## src/rtl/cla_pkg.sv

```systemverilog
// Shared definitions for the multi-precision CLA sequencer.
//   SLICE_W  : width of one adder slice
//   state_e  : sequencer states
//   slice_lo : low bit of slice i inside a packed multi-word operand
package cla_pkg;
  localparam int SLICE_W = 16;

  typedef enum logic [0:0] {
    IDLE = 1'b0,
    RUN  = 1'b1
  } state_e;

  function automatic int unsigned slice_lo(input int unsigned i);
    return i * SLICE_W;
  endfunction
endpackage

```

## src/rtl/cla_mp_add_seq_if.sv

```systemverilog
// Host-side bus of the multi-precision add/subtract sequencer.
//   master : host (drives start/op_sub/operands, sees status/result)
//   slave  : sequencer
interface cla_mp_add_seq_if #(parameter int WORDS = 4);
  localparam int DW = 16 * WORDS;

  logic          start;
  logic          op_sub;
  logic [DW-1:0] a_in;
  logic [DW-1:0] b_in;
  logic          cin_in;
  logic          busy;
  logic          done;
  logic [DW-1:0] sum_out;
  logic          cout_out;
  logic          overflow;

  modport master (
    output start, op_sub, a_in, b_in, cin_in,
    input  busy, done, sum_out, cout_out, overflow
  );

  modport slave (
    input  start, op_sub, a_in, b_in, cin_in,
    output busy, done, sum_out, cout_out, overflow
  );
endinterface

```

## src/rtl/bit16_cla.sv

```systemverilog
// 16-bit carry-lookahead adder: four 4-bit groups, group generate/propagate
// resolve the inter-group carries, bits inside a group ripple from the group carry.
//   ain, bin : addends
//   cin      : carry in
//   sum      : ain + bin + cin (low 16 bits)
//   cout     : carry out of bit 15
module bit16_cla (
  input  logic [15:0] ain,
  input  logic [15:0] bin,
  input  logic        cin,
  output logic [15:0] sum,
  output logic        cout
);
  logic [15:0] g, p;
  logic [3:0]  gg, gp;
  logic [4:0]  gc;
  logic [16:0] c;

  assign g = ain & bin;
  assign p = ain ^ bin;

  always_comb begin
    gg = '0;
    gp = '0;
    gc = '0;
    c  = '0;
    for (int i = 0; i < 4; i++) begin
      gg[i] = g[4*i+3] | (p[4*i+3] & g[4*i+2]) | (p[4*i+3] & p[4*i+2] & g[4*i+1])
            | (p[4*i+3] & p[4*i+2] & p[4*i+1] & g[4*i]);
      gp[i] = &p[4*i +: 4];
    end
    gc[0] = cin;
    for (int i = 0; i < 4; i++) gc[i+1] = gg[i] | (gp[i] & gc[i]);
    for (int b = 0; b < 16; b++) begin
      if (b % 4 == 0) c[b] = gc[b/4];
      else            c[b] = g[b-1] | (p[b-1] & c[b-1]);
    end
    c[16] = gc[4];
  end

  assign sum  = p ^ c[15:0];
  assign cout = c[16];
endmodule

```

## src/rtl/cla_mp_add_seq.sv

```systemverilog
// Multi-precision add/subtract sequencer: one shared 16-bit CLA walks the
// operands LSW first, one slice per clock, carry chained through a register.
//   clk, rst : clock, synchronous active-high reset
//   bus      : start/op_sub/a_in/b_in/cin_in in; busy/done/sum_out/cout_out/overflow out
module cla_mp_add_seq
  import cla_pkg::*;
#(
  parameter int WORDS = 4,
  parameter int IDXW  = (WORDS > 1) ? $clog2(WORDS) : 1
) (
  input  logic            clk,
  input  logic            rst,
  cla_mp_add_seq_if.slave bus
);
  localparam int DW = SLICE_W * WORDS;
  localparam logic [0:0] ST_IDLE = IDLE;
  localparam logic [0:0] ST_RUN  = RUN;
  localparam logic [IDXW-1:0] LAST = IDXW'(WORDS - 1);

  logic [0:0]         state;
  logic [IDXW-1:0]    idx, sel;
  logic               carry;
  logic [DW-1:0]      a_q, b_q, sum_q;
  logic               busy_q, done_q, cout_q, ovf_q;
  logic [SLICE_W-1:0] cla_a, cla_b, cla_s;
  logic               cla_co;

  // Idle still reads a real registered slice so nothing floats into the adder.
  assign sel   = (state == ST_RUN) ? idx : '0;
  assign cla_a = a_q[slice_lo(32'(sel)) +: SLICE_W];
  assign cla_b = b_q[slice_lo(32'(sel)) +: SLICE_W];

  bit16_cla u_cla (
    .ain  (cla_a),
    .bin  (cla_b),
    .cin  (carry),
    .sum  (cla_s),
    .cout (cla_co)
  );

  always_ff @(posedge clk) begin
    if (rst) begin
      state  <= ST_IDLE;
      idx    <= '0;
      carry  <= 1'b0;
      a_q    <= '0;
      b_q    <= '0;
      sum_q  <= '0;
      busy_q <= 1'b0;
      done_q <= 1'b0;
      cout_q <= 1'b0;
      ovf_q  <= 1'b0;
    end else begin
      done_q <= 1'b0;
      case (state)
        ST_IDLE: if (bus.start) begin
          // Subtract is A + ~B + 1: invert B once here, seed carry with 1.
          a_q    <= bus.a_in;
          b_q    <= bus.op_sub ? ~bus.b_in : bus.b_in;
          carry  <= bus.op_sub ? 1'b1 : bus.cin_in;
          idx    <= '0;
          state  <= ST_RUN;
          busy_q <= 1'b1;
          sum_q  <= '0;
          cout_q <= 1'b0;
          ovf_q  <= 1'b0;
        end
        ST_RUN: begin
          sum_q[slice_lo(32'(idx)) +: SLICE_W] <= cla_s;
          carry <= cla_co;
          idx   <= idx + IDXW'(1);
          if (idx == LAST) begin
            cout_q <= cla_co;
            // b_q already holds the effective (possibly inverted) B.
            ovf_q  <= (a_q[DW-1] == b_q[DW-1]) && (cla_s[SLICE_W-1] != a_q[DW-1]);
            done_q <= 1'b1;
            busy_q <= 1'b0;
            idx    <= '0;
            state  <= ST_IDLE;
          end
        end
        default: state <= ST_IDLE;
      endcase
    end
  end

  assign bus.busy     = busy_q;
  assign bus.done     = done_q;
  assign bus.sum_out  = sum_q;
  assign bus.cout_out = cout_q;
  assign bus.overflow = ovf_q;
endmodule

```

## src/flat_wrapper.sv

```systemverilog
// flat-port wrapper written by rule: the top's interface ports become plain ports
module cla_mp_add_seq_flat import cla_pkg::*;
#(
  parameter int WORDS = 4,
  parameter int IDXW  = (WORDS > 1) ? $clog2(WORDS) : 1
)
  (clk, rst, bus_start, bus_op_sub, bus_a_in, bus_b_in, bus_cin_in, bus_busy, bus_done, bus_sum_out, bus_cout_out, bus_overflow);
  cla_mp_add_seq_if #(.WORDS(WORDS)) bus_i ();
  input  logic clk;
  input  logic rst;
  input wire logic [$bits(bus_i.start)-1:0] bus_start;
  input wire logic [$bits(bus_i.op_sub)-1:0] bus_op_sub;
  input wire logic [$bits(bus_i.a_in)-1:0] bus_a_in;
  input wire logic [$bits(bus_i.b_in)-1:0] bus_b_in;
  input wire logic [$bits(bus_i.cin_in)-1:0] bus_cin_in;
  output wire logic [$bits(bus_i.busy)-1:0] bus_busy;
  output wire logic [$bits(bus_i.done)-1:0] bus_done;
  output wire logic [$bits(bus_i.sum_out)-1:0] bus_sum_out;
  output wire logic [$bits(bus_i.cout_out)-1:0] bus_cout_out;
  output wire logic [$bits(bus_i.overflow)-1:0] bus_overflow;
  assign bus_i.start = bus_start;
  assign bus_i.op_sub = bus_op_sub;
  assign bus_i.a_in = bus_a_in;
  assign bus_i.b_in = bus_b_in;
  assign bus_i.cin_in = bus_cin_in;
  assign bus_busy = bus_i.busy;
  assign bus_done = bus_i.done;
  assign bus_sum_out = bus_i.sum_out;
  assign bus_cout_out = bus_i.cout_out;
  assign bus_overflow = bus_i.overflow;
  cla_mp_add_seq #(.WORDS(WORDS), .IDXW(IDXW)) u_core (.clk(clk), .rst(rst), .bus(bus_i));
endmodule
```

## config.mk

```make
export PLATFORM = sky130hd
export DESIGN_NAME = cla_mp_add_seq_flat
export DESIGN_NICKNAME = d
export VERILOG_FILES = /design/src/rtl/cla_pkg.sv /design/src/rtl/cla_mp_add_seq_if.sv /design/src/rtl/bit16_cla.sv /design/src/rtl/cla_mp_add_seq.sv /design/src/flat_wrapper.sv
export SDC_FILE = /design/constraint.sdc
export NUM_CORES = 1
export LEC_CHECK = 0
export ABC_AREA = 0
export CORE_MARGIN = 2
export CORE_UTILIZATION = 25
export CTS_CLUSTER_SIZE = 12
export DETAILED_ROUTE_END_ITERATION = 6
export PLACE_DENSITY_LB_ADDON = 0.1
export SYNTH_ARGS = -nofsm -noshare
export SYNTH_HDL_FRONTEND = slang
export SYNTH_SLANG_ARGS = --single-unit
```

## constraint.sdc

```tcl
create_clock -name clk -period 4.67 [get_ports clk]
set_input_delay 0.7005 -clock clk [delete_from_list [all_inputs] [get_ports clk]]
set_output_delay 0.7005 -clock clk [all_outputs]
set_load 0.05 [all_outputs]
```

**Word level (Yosys, flattened, before mapping)**

Cells that the tools add are included.

- Register bits after elaboration: 200
- Input bits: 133
- Output and inout port bits: 68
- Word-level logic and storage cells: 121

- Add/subtract/negate cells: 2
- Eq/ne operators: 5
- Shifts and indexed selects: 4
- Muxes and demuxes: 23
- Bitwise operators: 69
- Reductions and logical operators: 8

Operator list:

| operator | number |
|---|---|
| two-way mux 64 bit | 2 |
| case mux 64 bit (2 select lines) | 1 |
| variable part select 64 x 7 -> 16 bit | 2 |
| bitwise mux 64 bit | 1 |
| inverter 64 bit | 1 |
| variable shift 16 x 34 -> 64 bit (first input constant) | 1 |
| variable part select 16 x 34 -> 64 bit | 1 |
| bitwise AND 1 bit | 36 |
| negator 6 -> 34 bit | 1 |
| bitwise XOR 16 bit | 2 |
| bitwise OR 1 bit | 28 |
| bitwise AND 16 bit | 1 |
| AND reduction 4 bit | 4 |
| two-way mux 1 bit | 10 |
| case mux 1 bit (2 select lines) | 5 |
| two-way mux 2 bit | 3 |
| != test 2 bit (second input constant) | 2 |
| case mux 2 bit (2 select lines) | 1 |
| AND reduction 2 bit | 2 |
| adder 2 x 1 -> 2 bit (second input constant) | 1 |
| == test 2 bit (second input constant) | 1 |
| OR reduction 2 bit | 1 |
| == test 1 bit | 1 |
| logical AND 1 bit | 1 |
| 2 further kinds | 2 |

**Logic depth before layout (Yosys ltp)**

- Word-level depth: 23
- Gate-level depth with buffers: 21

**By module**

From an unflattened synthesis, not the netlist that was laid out.

- Cell total of the unflattened synthesis: 1088
- Area total of the unflattened synthesis: 9524.1 um2

Modules (own cells, without submodules):

| module | instances | cells an instance | area each (um2) | seq. area each (um2) |
|---|---|---|---|---|
| cla_mp_add_seq | 1 | 1016 | 8831.0 | 4003.8 |
| bit16_cla | 1 | 72 | 693.2 | 0.0 |

**Least setup slack after synthesis**

No wires, ideal clock.

- Path type: flip-flop to flip-flop
- Start: register u_core.idx[0]
- End: register u_core.ovf_q (netlist: u_core.bus.overflow)
- Library setup time: 0.130 ns
- Arrival time: 3.663 ns
- Data required time: 4.540 ns
- Path slack: 0.877 ns
- Cell stages (with the launch flop): 20
- Path buffers: 3
- Path through: dfxtp_1 -> buf_4 -> buf_4 -> clkbuf_1 -> a211oi_1 -> a31oi_1 -> ha_1 -> a21oi_1 -> o21a_1 -> nor2_1 -> a211o_1 -> fa_1 -> fa_1 -> inv_1 -> fa_1 -> xnor2_1 -> nand3b_1 -> a21oi_1 -> a21oi_1 -> nor2_1

- Word-level cells in the longest chain between the ends: 23
- Elaborated cells between the ends (all ways): 52
- Classes of those cells: eq/ne (3); shift (2); mux (3); bitwise (39); reduce/logical (5)

RTL lines:

| what | RTL line | text |
|---|---|---|
| start: declaration | cla_mp_add_seq.sv:21 | `logic [IDXW-1:0] idx, sel;` |
| start signal: assignment | cla_mp_add_seq.sv:71 | `idx <= idx + IDXW'(1);` |
| two-way mux 2 bit | cla_mp_add_seq.sv:29 | `assign sel = (state == ST_RUN) ? idx : '0;` |
| variable part select 64 x 7 -> 16 bit (on tied branches) | cla_mp_add_seq.sv:30, cla_mp_add_seq.sv:31 |  |
| bitwise XOR 16 bit / bitwise AND 16 bit (equally long branches) | bit16_cla.sv:20, bit16_cla.sv:19 |  |
| bitwise AND 1 bit (on tied branches) | bit16_cla.sv:28, bit16_cla.sv:29 |  |
| bitwise OR 1 bit (tied with other cells) | bit16_cla.sv:28 | `gg[i] = g[4*i+3] \| (p[4*i+3] & g[4*i+2]) \| (p[4*i+3] & p[4*i+2] & g[4*i+1])` |
| bitwise OR 1 bit / bitwise AND 1 bit (equally long branches) | bit16_cla.sv:28, bit16_cla.sv:29 |  |
| bitwise OR 1 bit | bit16_cla.sv:29 | `\| (p[4*i+3] & p[4*i+2] & p[4*i+1] & g[4*i]);` |
| bitwise OR 1 bit | bit16_cla.sv:33 | `for (int i = 0; i < 4; i++) gc[i+1] = gg[i] \| (gp[i] & gc[i]);` |
| [... 7 more ...] | -- |  |
| bitwise OR 1 bit | bit16_cla.sv:36 | `else c[b] = g[b-1] \| (p[b-1] & c[b-1]);` |
| bitwise AND 1 bit | bit16_cla.sv:36 |  |
| bitwise OR 1 bit | bit16_cla.sv:36 |  |
| bitwise XOR 16 bit | bit16_cla.sv:41 | `assign sum = p ^ c[15:0];` |
| != test 1 bit | cla_mp_add_seq.sv:75 | `ovf_q <= (a_q[DW-1] == b_q[DW-1]) && (cla_s[SLICE_W-1] != a_q[DW-1]);` |
| logical AND 1 bit | cla_mp_add_seq.sv:75 |  |
| two-way mux 1 bit | cla_mp_add_seq.sv:72 | `if (idx == LAST) begin` |
| case mux 1 bit (2 select lines) | cla_mp_add_seq.sv:55 | `case (state)` |
| end signal: assignment | cla_mp_add_seq.sv:75 |  |
| end: declaration | cla_mp_add_seq.sv:24 | `logic busy_q, done_q, cout_q, ovf_q;` |

Several ways; a longest one is shown, not always the timed one. The select of a mux whose other input is x is not followed.
A chain may end at the register's enable or synchronous reset.

**Worst setup path after layout**

- Start: register u_core.state
- End: register u_core.sum_q[43] (netlist: u_core.bus.sum_out[43])

- Word-level cells in the longest chain between the ends: 22
- Elaborated cells between the ends (all ways): 68
- Classes of those cells: eq/ne (1); shift (3); mux (3); bitwise (58); reduce/logical (3)

RTL lines:

| what | RTL line | text |
|---|---|---|
| start: declaration | cla_mp_add_seq.sv:20 | `logic [0:0] state;` |
| start signal: assignment | cla_mp_add_seq.sv:43 | `state <= ST_IDLE;` |
| start signal: assignment | cla_mp_add_seq.sv:62 | `state <= ST_RUN;` |
| start signal: assignment | cla_mp_add_seq.sv:79 | `state <= ST_IDLE;` |
| two-way mux 2 bit | cla_mp_add_seq.sv:29 |  |
| variable part select 64 x 7 -> 16 bit (on tied branches) | cla_mp_add_seq.sv:30, cla_mp_add_seq.sv:31 |  |
| bitwise XOR 16 bit / bitwise AND 16 bit (equally long branches) | bit16_cla.sv:20, bit16_cla.sv:19 |  |
| bitwise AND 1 bit (on tied branches) | bit16_cla.sv:28, bit16_cla.sv:29 |  |
| bitwise OR 1 bit (tied with other cells) | bit16_cla.sv:28 |  |
| bitwise OR 1 bit / bitwise AND 1 bit (equally long branches) | bit16_cla.sv:28, bit16_cla.sv:29 |  |
| bitwise OR 1 bit | bit16_cla.sv:29 |  |
| bitwise OR 1 bit | bit16_cla.sv:33 |  |
| [... 6 more ...] | -- |  |
| bitwise AND 1 bit | bit16_cla.sv:36 |  |
| bitwise OR 1 bit | bit16_cla.sv:36 |  |
| bitwise AND 1 bit | bit16_cla.sv:36 |  |
| bitwise OR 1 bit | bit16_cla.sv:36 |  |
| bitwise XOR 16 bit | bit16_cla.sv:41 |  |
| variable part select 16 x 34 -> 64 bit | cla_mp_add_seq.sv:69 | `sum_q[slice_lo(32'(idx)) +: SLICE_W] <= cla_s;` |
| bitwise mux 64 bit | cla_mp_add_seq.sv:69 |  |
| case mux 64 bit (2 select lines) | cla_mp_add_seq.sv:55 |  |
| end signal: indexed assignment | cla_mp_add_seq.sv:69 |  |
| end: declaration | cla_mp_add_seq.sv:23 | `logic [DW-1:0] a_q, b_q, sum_q;` |

Several ways; a longest one is shown, not always the timed one.

==> results.cfg <==
[setup_path]
crit_fanout = 29
critPathCaptureType = flip-flop
crit_arrival_ns = 4.69
start_kind = flip-flop
critPathMostFrequentCell = fa_1
required_ns = 5.04
slowest_stage = xor2_1
crit_chain = buf_4 > nand2_1 > buf_12 > mux2i_1 > mux2i_1 > ha_1 > a21oi_1 > o21ai_1 > inv_1 > o21ai_0 > fa_1 > fa_1 > fa_1 > xor2_1 > a22oi_1 > nor2_1
r2r_cells = 16
slowest_delay_ns = 0.58
crit_type = reg -> reg

[synth]
synth_common_cells = dfxtp_1, nand2_1, nor2_1
synth_flop_cell = dfxtp_1
synth_top_area_cell = dfxtp_1
synth-seq-area-share = 0.4174
ys_types = 47
synth-seq-cells = 200
synth_edf_count = 0
yosysTopAreaCellShare = 0.4174
syn_inst = 1078
synth.most_common_cell = dfxtp_1
yosys_warnings = 0
synthTopCellsByArea = dfxtp_1, nand2_1, xnor2_1
syn_avg_cell_area_um2 = 8.899
synth_area_um2 = 9593
synth_async_sr_flop_share = 0
synthesis.nets = 1243

[sta]
min_period_over_period = 0.9243
rsz0062_at_grt = false
hold_violations = 0
finalSetupTns_ns = 0
worst_pin_slew_ns = 0.9293
setup-violations-final = 0
holdWs_ns = 0.4526
min_period_ns = 4.316
final_max_slew_viol_count = 0
fmaxAchievable_mhz = 231.7
timing.final.ws_setup_ns = 0.3536
relSlewSlack = 0.3805
clock_skew_ns = 0.01228

[hold_path]
whs_path_depth = 2
hold_path.class = reg -> reg

[routing]
routed_wl_um = 31870
vias = 7857
wire_per_inst_um = 18.24
viasPerCell = 4.497
drtPass1Iterations = 5
antenna_left = 0
drt_iter0_markers = 461
drc_errors = 0

[clocking]
clkSinkCount = 200
cts_setup_buffers = 0
cts-buffers-inserted = 17
cts_htree_levels = 4
clk_pin_slew_ns = 0.08
ctsHoldBuffers = 0
cts_tree = yes
insertion_delay_ns = 0.44
cts_root_buffer = clkbuf_16
cts_resized = 0
cts_buffer_depth = 2

[die]
ios = 201
start_util = 0.2541
core_area_um2 = 37760
rows = 71
fp.dieW_um = 199.9
die_h_um = 199.9
dieArea_um2 = 39950

[placed_design]
gp_congestion = 0.7427
dp_hpwl_um = 23720
dpl.cell_count = 1716
port_buffers = 200
pre_cts_ws_ns = 0.3236
placed_area_um2 = 11840

[finish]
areaGrowthSynthToFinish_pct = 29.56
drive_gt1_frac = 0.09547
final_nets = 1389
final_cells = 1747
n_antenna_cell = 0
layout.core_utilization = 0.3292
fin_area_um2 = 12430

[global_route]
grt_pass1_wl_um = 48610
antenna_found_initial = 0
grt_max_degree = 136
grtUsageTotal = 0.1620
overflow = 0
grt_pass1_vias = 7965

[run]
cap_violations = 0

[power_and_ir_drop]
finalPower_mw = 4.177
power_leakage_nw = 4.348
power.density_nw_per_um2 = 336.1
worst_ir_drop_vdd_v = 0.0001752

[status]
run_status = finished, final reports clean
==> state kept, by name (all words and copies together), names as in the netlist <==
name and cells:
u_core.idx 2, u_core.bus.done 1, u_core.carry 1, u_core.a_q 64
u_core.bus.sum_out 64, u_core.bus.busy 1, u_core.state 1, u_core.bus.cout_out 1
u_core.bus.overflow 1, u_core.b_q 64
==> final timing paths <==
kind,from,endpoint,slack [ns]
setup / recovery,u_core.state,u_core.bus.sum_out[43],0.35
hold / removal,u_core.a_q[44],u_core.a_q[44],0.45
setup reg to reg,u_core.state,u_core.bus.sum_out[43],0.35
hold reg to reg,u_core.a_q[44],u_core.a_q[44],0.45
==> critical path, delay by kind of cell (launching register included) <==
kind / cells / cell delay, ns
muxes: 2 / 0.49
DFF: 1 / 0.40
adders and majority gates: 4 / 1.47
xor gates and xnor gates: 1 / 0.58
AOI/OAI and AO/OA: 4 / 0.62
buffers and inverters: 3 / 0.46
and+or+nand+nor: 2 / 0.21
==> metal layers <==
layer	up-vias	wire length (um)	GRT usage
met4	0	278	0.03155
met5	-	0	0
met1	3699	15780	0.2290
met2	175	14380	0.2578
met3	16	1435	0.03058
li1	3967	-	-
==> layout make-up <==
cell class	instances	area (um2)
fillers	3972	25330
multi-input cells	777	4967
flip-flops and latches	200	4005
repair buffers	215	2176
well taps	511	639.4
clock buffers	18	429.2
clock inverters	13	162.7
inverters	13	48.80
==> where the power goes <==
group          internal (mW)  switching, mW
combinational          0.319          0.448
sequential              1.80         0.0669
clock                  0.807          0.736
==> cells by family after synthesis <==
kind of cell    Yosys count  share of synthesized area
compound gates          275                     0.2186
xor+xnor                 68                    0.06208
fa+ha+maj                32                    0.05113
buf+inv                 101                    0.06522
flops                   200                     0.4174
mux                      18                    0.01904
simple gates            384                     0.1666
==> placed cells by master (no fill, tap or decap), drive strengths merged, types with 20 or more instances in the layout <==
cell type | netlist | layout
a31oi | 26 | 26
dfxtp | 200 | 200
a211oi | 90 | 90
a22oi | 52 | 52
nor2 | 148 | 148
nand2 | 189 | 189
xnor2 | 66 | 66
a21oi | 92 | 92
nor2b | 27 | 27
clkdlybuf4s50 | 0 | 198
ha | 20 | 20
Note: power is estimated with default switching activity, not from simulation.
